[src/rtl/switch_send_queue.sv]
// switch_send_queue: per-core outbound FIFO between a VecCore send unit and
// the Switch send port. Destination-tagged vectors are queued on enqueue and
// the head is presented to the Switch until it grants send_ok.
//
// Vector lanes are carried as raw 32-bit IEEE-754 single-precision patterns
// (lane i occupies bits [32*i +: 32]); 0.0 is all-zero bits.
//
// Ports:
//   clock, reset          system clock, asynchronous active-high reset
//   enq_valid/enq_ready   core-side handshake; enq_core_idx/enq_data payload
//   flush                 synchronous discard of every queued entry
//   send_ready/send_ok    switch-side handshake; send_core_idx/send_data head
//   count, idle           occupancy (0..DEPTH) and count==0
//   proto_err             sticky: send_ok observed while send_ready low
//   stall_cycles, sent_count  (only with SWITCH_SEND_QUEUE_STATS_EN) saturating
//                         counters of stalled head cycles and retired entries
//
// Optional feature macro: SWITCH_SEND_QUEUE_STATS_EN
module switch_send_queue #(
  parameter int unsigned WIDTH          = 16,
  parameter int unsigned CORE_SIZE      = 2,
  parameter int unsigned DEPTH          = 4,
  parameter int unsigned CORE_ADDR_SIZE = $clog2(CORE_SIZE),
  parameter int unsigned PTR_SIZE       = $clog2(DEPTH)
) (
  input  logic                      clock,
  input  logic                      reset,
  input  logic                      enq_valid,
  input  logic [CORE_ADDR_SIZE-1:0] enq_core_idx,
  input  logic [WIDTH*32-1:0]       enq_data,
  output logic                      enq_ready,
  input  logic                      flush,
  output logic                      send_ready,
  output logic [CORE_ADDR_SIZE-1:0] send_core_idx,
  output logic [WIDTH*32-1:0]       send_data,
  input  logic                      send_ok,
  output logic [PTR_SIZE:0]         count,
  output logic                      idle,
`ifdef SWITCH_SEND_QUEUE_STATS_EN
  output logic [31:0]               stall_cycles,
  output logic [31:0]               sent_count,
`endif
  output logic                      proto_err
);

  localparam int unsigned DATA_W = WIDTH * 32;
  localparam int unsigned CNT_W  = PTR_SIZE + 1;

  logic [DATA_W-1:0]         data_q [DEPTH];
  logic [DATA_W-1:0]         data_d [DEPTH];
  logic [CORE_ADDR_SIZE-1:0] idx_q  [DEPTH];
  logic [CORE_ADDR_SIZE-1:0] idx_d  [DEPTH];
  logic [PTR_SIZE-1:0]       rd_ptr_q, rd_ptr_d;
  logic [PTR_SIZE-1:0]       wr_ptr_q, wr_ptr_d;
  logic [CNT_W-1:0]          count_q, count_d;
  logic                      proto_err_q, proto_err_d;
  logic                      push, pop;

  // Handshakes depend only on registered occupancy, so a pop cannot free a
  // slot for an enqueue in the same cycle.
  assign enq_ready     = (count_q != CNT_W'(DEPTH));
  assign send_ready    = (count_q != '0);
  assign idle          = (count_q == '0);
  assign count         = count_q;
  assign send_data     = data_q[rd_ptr_q];
  assign send_core_idx = idx_q[rd_ptr_q];
  assign proto_err     = proto_err_q;

  assign push = enq_valid && enq_ready;
  assign pop  = send_ready && send_ok;

  // Next-state for storage, pointers, occupancy and the protocol flag.
  always_comb begin
    data_d      = data_q;
    idx_d       = idx_q;
    rd_ptr_d    = rd_ptr_q;
    wr_ptr_d    = wr_ptr_q;
    count_d     = count_q;
    proto_err_d = proto_err_q | (send_ok & ~send_ready);
    if (flush) begin
      // Flush wins over any concurrent push or pop.
      rd_ptr_d = '0;
      wr_ptr_d = '0;
      count_d  = '0;
    end else begin
      if (push) begin
        data_d[wr_ptr_q] = enq_data;
        idx_d[wr_ptr_q]  = enq_core_idx;
        wr_ptr_d         = wr_ptr_q + PTR_SIZE'(1);
      end
      if (pop) begin
        rd_ptr_d = rd_ptr_q + PTR_SIZE'(1);
      end
      case ({push, pop})
        2'b10:   count_d = count_q + CNT_W'(1);
        2'b01:   count_d = count_q - CNT_W'(1);
        default: count_d = count_q;
      endcase
    end
  end

  // State registers; storage is cleared on reset so the idle head reads 0.0.
  always_ff @(posedge clock or posedge reset) begin
    if (reset) begin
      for (int i = 0; i < int'(DEPTH); i++) begin
        data_q[i] <= '0;
        idx_q[i]  <= '0;
      end
      rd_ptr_q    <= '0;
      wr_ptr_q    <= '0;
      count_q     <= '0;
      proto_err_q <= 1'b0;
    end else begin
      data_q      <= data_d;
      idx_q       <= idx_d;
      rd_ptr_q    <= rd_ptr_d;
      wr_ptr_q    <= wr_ptr_d;
      count_q     <= count_d;
      proto_err_q <= proto_err_d;
    end
  end

`ifdef SWITCH_SEND_QUEUE_STATS_EN
  logic [31:0] stall_cycles_q, stall_cycles_d;
  logic [31:0] sent_count_q, sent_count_d;

  assign stall_cycles = stall_cycles_q;
  assign sent_count   = sent_count_q;

  // Saturating statistics; a pop cancelled by flush is not counted as sent.
  always_comb begin
    stall_cycles_d = stall_cycles_q;
    sent_count_d   = sent_count_q;
    if (send_ready && !send_ok && (stall_cycles_q != '1)) begin
      stall_cycles_d = stall_cycles_q + 32'd1;
    end
    if (pop && !flush && (sent_count_q != '1)) begin
      sent_count_d = sent_count_q + 32'd1;
    end
  end

  always_ff @(posedge clock or posedge reset) begin
    if (reset) begin
      stall_cycles_q <= '0;
      sent_count_q   <= '0;
    end else begin
      stall_cycles_q <= stall_cycles_d;
      sent_count_q   <= sent_count_d;
    end
  end
`endif

endmodule

[config.mk]
export PLATFORM = sky130hd
export DESIGN_NAME = switch_send_queue
export DESIGN_NICKNAME = d
export VERILOG_FILES = /design/src/rtl/switch_send_queue.sv
export SDC_FILE = /design/constraint.sdc
export NUM_CORES = 2
export LEC_CHECK = 0
export CAP_MARGIN = 20
export CORE_ASPECT_RATIO = 1.2
export CORE_MARGIN = 5
export CORE_UTILIZATION = 58
export CTS_BUF_LIST = sky130_fd_sc_hd__clkbuf_4
export CTS_CLUSTER_DIAMETER = 120
export CTS_CLUSTER_SIZE = 24
export DETAILED_ROUTE_END_ITERATION = 8
export PLACE_DENSITY = 0.93
export SYNTH_ARGS = -nofsm -noshare
export SYNTH_HDL_FRONTEND = slang
export SYNTH_SLANG_ARGS = --single-unit
export TNS_END_PERCENT = 20
[constraint.sdc]
create_clock -name clock -period 95.4 [get_ports clock]
set_input_delay 28.62 -clock clock [delete_from_list [all_inputs] [get_ports clock]]
set_output_delay 28.62 -clock clock [all_outputs]
set_load 0.1 [all_outputs]
==> results.md <==
- Mapped Avg Cell Area: 18.1 µm²
- CP required: 66.78 ns
- YS warnings: 0
- Top cell type's share of synthesized area: 56.5%
- Gr usage total: 26.9%
- Routed vias/inst: 6.13
- Leak: 44.8 nW
- Place WS: 60.28 ns
- Root buffer cell: clkbuf_4
- Overall Power: 3.13 mW
- Final nets: 6424
- Site row count: 159
- Drc violations: 0
- CTS sink cnt: 2060
- Hold Path End: proto_err
- CORE AREA: 157000 µm²
- Initial antenna violation count: 112
- Worst Hold Class: flip-flop to flip-flop
- Postcts setup bufs: 0
- DP Area: 102000 µm²
- Final core utilization: 66.0%
- Crit path time final: 35.58 ns
- Hold-fix buffers, CTS: 0
- Most frequent cells in the layout: dfrtp_1 (2058), mux2_2 (1582), clkdlybuf4s50_1 (1031), mux4_2 (513), mux2_4 (470)
- Commonest non-fill, non-tap cell in the layout: dfrtp_1
- CTS max path bufs: 3
- WP data arrival: 6.96 ns
- Die area: 165000 µm²
- Fin Clk Skew: 0.0850 ns
- Area Growth Syn to Fin: 13.2%
- Pin slew with the least headroom to its limit: 1.19 ns
- Post-cts sizing count: 0
- Gpl congestion: 0.838
- Status: finished, final reports clean
- Dpl cells: 7889
- IO buf count: 1037
- FF-to-FF setup slack: 89.32 ns
- Seq cells post-synth: 2060
- DRT iter0 DRCs: 3273
- Post-synth top area cell: dfrtp_1
- I/O Pins: 1038
- Period utilization: 37.3%
- Post-route ant nets: 0
- Worst hold margin: 0.504 ns
- Setup CP Type: flip-flop to output pin
- Vias: 49500
- Crit start category: flip-flop
- Worst vdd ir: 0.0257 mV
- Vias in the first global route: 54800
- Syn Inst Count: 5028
- Largest net degree at the start of global routing: 212
- Synthesized Nets: 5551
- Grt total ovfl: 0
- Number of distinct library cells after synthesis: 40
- First-pass GRT wire length: 343 mm
- Starting Density: 58.3%
- DR WL/cell: 27.7 µm
- Synth area leaders: dfrtp_1 (56%), mux2_2 (20%), mux4_2 (13%)
- Final Hold Violating Endpoints: 0
- Crit path capture type: output pin
- Die W: 372 µm
- Skew-Pair Late Insertion Delay: 1.19 ns
- DPL Wire Length: 156 mm
- Die height: 445 µm
- Final-report max-slew violation count: 0
- Setup WS post-layout: 59.82 ns
- FF-to-FF End: data_q[1120]
- Worst Hold Launch: proto_err
- Critical Path Fanout Max: 48
- Hold Crit Depth: 1
- Layout Cells excl Fill: 8083
- Post-route cell area: 103000 µm²
- Share of layout cells above drive strength 1: 46.9%
- Max Cap Viol: 0
- Initial DRT Pass Iterations: 5
- Synthesized area: 91300 µm²
- Fmax: 0.0281 GHz
- Rel. slew slack: 20.2%
- H-tree depth: 3
- CTS tree: built
- DRT Wirelength: 224 mm
- Final setup fails: 0
- Setup TNS: 0 ns
- R2R Path Start: count[1]
- Clock-pin slew on the worst setup and hold paths: 0.22 ns
- TritonCTS buffer count: 96
- Post-synthesis sequential area ratio: 56.5%
- PwrDens: 30.3 nW/µm²
- RSZ-0062 raised after global routing: false
- R2R depth: 8
[layout make-up]
| class | instances | area (µm²) |
|---|---|---|
| well taps | 2093 | 2620 |
| diodes | 82 | 205 |
| fillers | 9931 | 53200 |
| inverters | 6 | 30.0 |
| multi-input cells | 2614 | 36800 |
| clock buffers | 97 | 728 |
| flip-flops and latches | 2060 | 51600 |
| clock inverters | 8 | 119 |
| repair buffers | 1123 | 11300 |
[power breakdown]
| group | total [mW] | switching (mW) | leakage (nW) | internal (mW) |
|---|---|---|---|---|
| Sequential | 1.29 | 0.149 | 25.9 | 1.14 |
| Clock | 0.302 | 0.249 | 0.494 | 0.0532 |
| Combinational | 1.54 | 0.982 | 18.5 | 0.555 |
[cells in the mapped netlist]
| master | n |
|---|---|
| or4_1 | 1 |
| clkbuf_1 | 36 |
| nor3b_4 | 1 |
| nand3b_1 | 1 |
| mux4_2 | 513 |
| nand3_1 | 7 |
| inv_2 | 1 |
| dfrtp_1 | 2060 |
| o21bai_1 | 1 |
| buf_6 | 50 |
| nand2_1 | 1 |
| nor2b_1 | 2 |
| o221ai_1 | 1 |
| a211oi_1 | 1 |
| buf_1 | 30 |
| o21a_1 | 1 |
| nor2_1 | 6 |
| a21oi_1 | 2 |
| a31oi_1 | 2 |
| mux2_2 | 1582 |
| inv_1 | 5 |
| nand2b_1 | 1 |
| o311ai_0 | 1 |
| a21o_1 | 1 |
| nor3b_1 | 1 |
| or3b_2 | 1 |
| o31ai_1 | 1 |
| o41ai_1 | 1 |
| ha_1 | 4 |
| fa_1 | 1 |
| a2111oi_0 | 1 |
| mux2_4 | 470 |
| xnor2_1 | 1 |
| xor2_1 | 2 |
| buf_2 | 82 |
| and3_4 | 1 |
| nor3_1 | 1 |
| buf_4 | 106 |
| o21ai_0 | 4 |
| buf_12 | 44 |
[sequential cells by signal, indices dropped and copies added (netlist names)]
name	flops
wr_ptr_q	2
proto_err	1
rd_ptr_q	2
count	3
data_q	2048
idx_q	4
[logic make-up (layout without fill, tap and decap cells)]
| family | count (synthesis) | after routing | synth area share (%) |
|---|---|---|---|
| mux | 2565 | 2565 | 39.9 |
| buf+inv | 354 | 1234 | 3.20 |
| xor+xnor | 3 | 3 | 0.0288 |
| fa+ha+maj | 5 | 5 | 0.0768 |
| other cells | 0 | 82 | 0 |
| compound gates | 17 | 17 | 0.126 |
| flops | 2060 | 2060 | 56.5 |
| simple gates | 24 | 24 | 0.160 |
[per-layer routing]
metal	global-route usage [%]	part of all wire, %	routed length, µm
met1	33.5	37	82500
met2	42.6	49	109000
met5	0	0.17	389
met3	7.97	8.4	18800
met4	14.6	5.7	12700
[critical path, stage by stage, from the launching register on]
cell and delay, ns:
dfrtp_4 1.11, buf_4 0.70, buf_4 0.70, buf_4 0.67
buf_4 0.74, mux4_2 0.62, clkdlybuf4s50_1 1.03
[worst max path at each step]
stage | cells past startpoint | slack, ns | to | start
floorplan | 1 | 8.59 | count[0] | reset
global placement | 8 | 60.52 | data_q[1391] | enq_valid
detailed placement | 8 | 60.28 | data_q[997] | reset
CTS | 6 | 59.45 | send_data[365] | rd_ptr_q[1]
global route | 6 | 59.18 | send_data[365] | rd_ptr_q[1]
finish | 6 | 59.82 | send_data[361] | rd_ptr_q[1]
(Power assumes the default switching activity.)
